### config.mk
export PLATFORM = sky130hd
export DESIGN_NAME = i2c_cmd_engine
export DESIGN_NICKNAME = d
export VERILOG_FILES = /design/src/rtl/i2c_cmd_engine.sv
export SDC_FILE = /design/constraint.sdc
export NUM_CORES = 1
export LEC_CHECK = 0
export CORE_MARGIN = 1.5
export CORE_UTILIZATION = 45
export CTS_CLUSTER_DIAMETER = 150
export CTS_CLUSTER_SIZE = 20
export DETAILED_ROUTE_END_ITERATION = 16
export PLACE_DENSITY_LB_ADDON = 0.2
export SLEW_MARGIN = 40
export SYNTH_ARGS = -nofsm -noshare
export SYNTH_HDL_FRONTEND = slang
export SYNTH_SLANG_ARGS = --single-unit
### constraint.sdc
create_clock -name clock -period 1.55 [get_ports clock]
set_input_delay 0.465 -clock clock [delete_from_list [all_inputs] [get_ports clock]]
set_output_delay 0.465 -clock clock [all_outputs]
set_load 0.005 [all_outputs]
### src/rtl/i2c_cmd_engine.sv
// i2c_cmd_engine: executes one I2C bus primitive per command, each split into four equal quarters.
// Optional SCL clock stretching is compiled in when I2C_CLK_STRETCH_EN is defined.
//
// state   | meaning
// IDLE    | waiting for a command; bus levels from the last quarter are held
// RUN     | driving quarters Q0..Q3 of the latched command
module i2c_cmd_engine #(
  parameter int DIV_W = 8
) (
  input  logic             clock,
  input  logic             rst_n,
  input  logic [3:0]       cmd,
  input  logic             cmd_vld,
  output logic             cmd_rdy,
  input  logic [DIV_W-1:0] qdiv,
  output logic             scl_o,
  output logic             sda_o,
  input  logic             scl_i,
  input  logic             sda_i,
  output logic             rd_bit,
  output logic             rd_vld,
  output logic             busy,
  output logic             err
);
  localparam logic [3:0] C_IDLE  = 4'd0;
  localparam logic [3:0] C_START = 4'd1;
  localparam logic [3:0] C_BIT0  = 4'd3;
  localparam logic [3:0] C_STOP  = 4'd4;
  localparam logic [3:0] C_ACK   = 4'd5;
  localparam logic [3:0] C_WR    = 4'd6;
  localparam logic [3:0] C_RD    = 4'd7;
  localparam logic [3:0] C_L0    = 4'd8;
  localparam logic [3:0] C_MACK  = 4'd11;
  localparam logic [DIV_W-1:0] CNT_ONE = {{(DIV_W-1){1'b0}}, 1'b1};

  typedef enum logic {ST_IDLE, ST_RUN} state_e;

  state_e           state_q, state_d;
  logic [1:0]       qtr_q, qtr_d, qtr_nxt;
  logic [DIV_W-1:0] cnt_q, cnt_d;
  logic [DIV_W-1:0] qdiv_q, qdiv_d;
  logic [3:0]       cmd_q, cmd_d;
  logic             scl_q, scl_d, sda_q, sda_d;
  logic             rd_bit_q, rd_bit_d, rd_vld_q, rd_vld_d, err_q, err_d;
  logic             samp_q, samp_d, pend_q, pend_d;
  logic             stall;

  // Returns {scl, sda} for command c during quarter q.
  function automatic logic [1:0] bus_lvl(input logic [3:0] c, input logic [1:0] q);
    logic mid;
    mid = (q == 2'd1) || (q == 2'd2);
    case (c)
      C_START:              bus_lvl = {q != 2'd3, ~q[1]};
      C_STOP:               bus_lvl = {q != 2'd0, q[1]};
      C_BIT0, C_L0, C_MACK: bus_lvl = {mid, 1'b0};
      default:              bus_lvl = {mid, 1'b1};
    endcase
  endfunction

`ifdef I2C_CLK_STRETCH_EN
  assign stall = scl_q && ((qtr_q == 2'd1) || (qtr_q == 2'd2)) && !scl_i;
`else
  logic unused_scl_i;
  assign unused_scl_i = scl_i;
  assign stall = 1'b0;
`endif

  assign qtr_nxt = qtr_q + 2'd1;

  always_comb begin
    state_d  = state_q;
    qtr_d    = qtr_q;
    cnt_d    = cnt_q;
    qdiv_d   = qdiv_q;
    cmd_d    = cmd_q;
    scl_d    = scl_q;
    sda_d    = sda_q;
    rd_bit_d = rd_bit_q;
    rd_vld_d = 1'b0;
    err_d    = 1'b0;
    samp_d   = samp_q;
    pend_d   = 1'b0;

    // sample captured at the end of Q2 is published one cycle later
    if (pend_q) begin
      rd_bit_d = samp_q;
      rd_vld_d = 1'b1;
    end

    case (state_q)
      ST_IDLE: begin
        if (cmd_vld) begin
          if ((cmd == C_WR) || (cmd >= 4'd12)) begin
            err_d = 1'b1;
          end else if (cmd != C_IDLE) begin
            state_d        = ST_RUN;
            qtr_d          = 2'd0;
            cnt_d          = '0;
            cmd_d          = cmd;
            qdiv_d         = qdiv;
            {scl_d, sda_d} = bus_lvl(cmd, 2'd0);
          end
        end
      end
      ST_RUN: begin
        if (!stall) begin
          if (cnt_q == qdiv_q) begin
            cnt_d = '0;
            if ((qtr_q == 2'd2) && ((cmd_q == C_ACK) || (cmd_q == C_RD))) begin
              samp_d = sda_i;
              pend_d = 1'b1;
            end
            if (qtr_q == 2'd3) begin
              state_d = ST_IDLE;
            end else begin
              qtr_d          = qtr_nxt;
              {scl_d, sda_d} = bus_lvl(cmd_q, qtr_nxt);
            end
          end else begin
            cnt_d = cnt_q + CNT_ONE;
          end
        end
      end
    endcase
  end

  always_ff @(posedge clock or negedge rst_n) begin
    if (!rst_n) begin
      state_q  <= ST_IDLE;
      qtr_q    <= 2'd0;
      cnt_q    <= '0;
      qdiv_q   <= '0;
      cmd_q    <= 4'd0;
      scl_q    <= 1'b1;
      sda_q    <= 1'b1;
      rd_bit_q <= 1'b0;
      rd_vld_q <= 1'b0;
      err_q    <= 1'b0;
      samp_q   <= 1'b0;
      pend_q   <= 1'b0;
    end else begin
      state_q  <= state_d;
      qtr_q    <= qtr_d;
      cnt_q    <= cnt_d;
      qdiv_q   <= qdiv_d;
      cmd_q    <= cmd_d;
      scl_q    <= scl_d;
      sda_q    <= sda_d;
      rd_bit_q <= rd_bit_d;
      rd_vld_q <= rd_vld_d;
      err_q    <= err_d;
      samp_q   <= samp_d;
      pend_q   <= pend_d;
    end
  end

  assign cmd_rdy = (state_q == ST_IDLE);
  assign busy    = (state_q == ST_RUN);
  assign scl_o   = scl_q;
  assign sda_o   = sda_q;
  assign rd_bit  = rd_bit_q;
  assign rd_vld  = rd_vld_q;
  assign err     = err_q;
endmodule

==> metrics.md <==
| Metric | Value |
|---|---|
| Status | complete, but fails checks |
| Failing checks | negative setup slack |
| Avg WL per Cell | 15.34 microns |
| Die Span Y | 62.82 microns |
| Congestion Overflow GR | 0 |
| Post-route cell area | 2354 sq um |
| Worst VDD drop | 676.3 uV |
| TritonCTS buffer count | 5 |
| Initial antenna violation count | 0 |
| 1st-pass router iterations | 4 |
| Setup TNS | -1.321 ns |
| Async SR Flop Fraction | 100.0% |
| RSZ-0062 raised after global routing | yes |
| Synth top area cells | dfrtp_1, mux2_4, mux2_2, xor2_1, ha_1 |
| Dpl ws | -0.7047 ns |
| Worst Max-Slew Pin Slew | 0.3543 ns |
| Die X | 62.82 microns |
| PortBufs | 22 |
| Number of enable flip-flop cells after synthesis | 0 |
| Top-count cell post-synth | dfrtp_1 |
| Largest net degree at the start of global routing | 31 |
| CORE AREA | 3390 sq um |
| Commonest cells post-synth | dfrtp_1, mux2_2, nand2_1, xor2_1 |
| Final worst clock skew | 0.006922 ns |
| Synth top area share | 43.51% |
| Kind of critical path | flip-flop to flip-flop |
| DRC | 0 |
| Clk_lat worst skew | 0.34 ns |
| # H-tree levels | 2 |
| # setup viols final | 15 |
| Layout area overhead | 46.15% |
| Avg Cell Area, Syn | 11.75 sq um |
| CP startpoint kind | flip-flop |
| Finished Core Util | 69.44% |
| Maximum clock frequency | 585.0 MHz |
| Yosys Warn Count | 0 |
| Distinct cells, synth | 38 |
| Via density | 5.242 |
| CTS Hold Bufs | 0 |
| Pleak | 1.153 nW |
| Row cnt | 21 |
| Area of the multi-input gates | 880.8 sq um |
| First-pass GRT wire length | 6396 microns |
| DRT iter0 DRCs | 55 |
| GP Congestion | 0.7802 |
| #FFs+latches synth | 30 |
| Main synth FF type | dfrtp_1 |
| Syn_nets | 159 |
| Synth area leader | dfrtp_1 |
| Via Count | 1321 |
| Clock Path Buffers | 2 |
| Clock root buffer | clkbuf_4 |
| Total wire length | 3865 microns |
| Fin nets | 227 |
| Final Cycle Share | 110.3% |
| Element type at the critical path end | flip-flop |
| Worst path arrival time | 1.98 ns |
| Clk slew on worst S/H paths | 0.10 ns |
| N_diodes | 0 |
| Share of layout cells above drive strength 1 | 43.69% |
| Fillers | 253 |
| Highest net fanout along the worst path | 8 |
| Fin cells | 252 |
| Initial Util | 47.51% |
| CTS tree | yes |
| Relative slew slack | 76.08% |
| Final slew viol count | 0 |
| PD cells | 1503 nW/um^2 |
| Worst Hold Class | flip-flop to flip-flop |
| Gr usage total | 20.92% |
| Syn Inst Count | 137 |
| Routed Antenna Nets | 0 |
| CTS sink count | 30 |
| Crit path setup slack, layout | -0.1594 ns |
| Required time of the critical path | 1.82 ns |
| Fin crit period | 1.709 ns |
| Die Area | 3946 sq um |
| Post-DP HPWL | 2667 microns |
| Placed cells | 229 |
| Vias in the first global route | 1380 |
| DP Area | 2130 sq um |
| Number of max-cap violations | 0 |
| Sequential area share after synthesis | 46.78% |
| Final Hold Viols | 0 |
| I/O pin cnt | 24 |
| Storage cell area | 753.2 sq um |
| Synthesized cell area | 1610 sq um |
cells in the final DEF, fill, tap and decap left out, types with 3 or more instances in the layout:
cell             netlist  layout
buf_4                  0      37
dfrtp_1               28      28
clkdlybuf4s50_1        0      11
mux2_4                 7      10
xor2_1                 9       9
nand2_1                9       9
nor2b_1                6       6
a31oi_1                7       6
mux2_2                 9       6
nand3_1                5       5
o21ai_0                5       5
ha_1                   5       5
clkbuf_4               0       5
inv_1                  5       4
clkbuf_2               0       4
dlygate4sd2_1          0       4
nor2_1                 4       3
buf_6                  2       3
sequential cells by signal, summed over array words and instances, names as in the netlist:
register and cells:
err 1, cmd_q 4, rd_bit 1, qdiv_q 8, cnt_q 8, sda_o 1, rd_vld 1, busy 1
scl_o 1, pend_q 1, qtr_q 2, samp_q 1
routing by layer:
layer,vias up,GRT usage (%),wire [microns]
met3,5,5.045,153
met5,-,0,0
met2,37,34.81,1958
li1,636,-,-
met1,643,25.58,1693
met4,0,9.722,59
through the flow:
stage | hold slack [ns] | power (mW)
final | 0.4166 | 3.537
after global routing | 0.4305 | 3.761
after CTS | 0.4262 | 3.516
after detailed placement | 0.4034 | 2.784
after global placement | 0.3671 | 2.697
after floorplan | 0.1694 | 2.169
cell type report:
class                   count  area share, %
inverters                   5         0.7974
multi-input cells          98          37.43
clock buffers               5          1.595
repair buffers             65          24.03
flip-flops and latches     30          32.00
well taps                  46          2.446
clock inverters             3          1.701
repair_timing:
action                                  in CTS  in global routing
endpoints found under the setup margin      32                 27
cloned                                       1                  0
buffers inserted                            12                  2
pin swaps                                   11                  4
gates resized for setup                     32                  7
cell families after synthesis:
group                    Yosys count  share of synthesized area [%]
AO/OA/AOI/OAI                     29                          13.29
flip-flops                        30                          46.78
AND/OR/NAND/NOR                   37                          14.06
buffers and inverters              9                          3.108
adder cells (fa/ha/maj)            5                          3.885
multiplexers                      17                          13.44
XOR/XNOR                          10                          5.439
worst max-delay path, cell delays in order (launching register included):
cell,delay [ns]
dfrtp_1,0.41
xor2_1,0.18
nor4_2,0.27
buf_4,0.17
a21oi_4,0.10
a21oi_4,0.20
mux2_4,0.32
report_power, final:
group          switching, mW  leakage [nW]  internal (mW)  total (mW)
logic                  0.742         0.733          0.926        1.67
registers              0.192         0.375           1.05        1.25
clock network          0.288        0.0450          0.334       0.622
final timing paths:
check	start	endpoint	slack, ns	cells past startpoint
worst max-delay path	qdiv_q[6]	scl_o	-0.16	6
worst min-delay path	pend_q	rd_vld	0.42	0
worst max register to register	qdiv_q[6]	scl_o	-0.16	6
worst min register to register	pend_q	rd_vld	0.42	0
max in group asynchronous	rst_n	sda_o	0.84	2
min in group asynchronous	rst_n	pend_q	0.48	2
No activity file was read; power rests on OpenSTA's default activity.
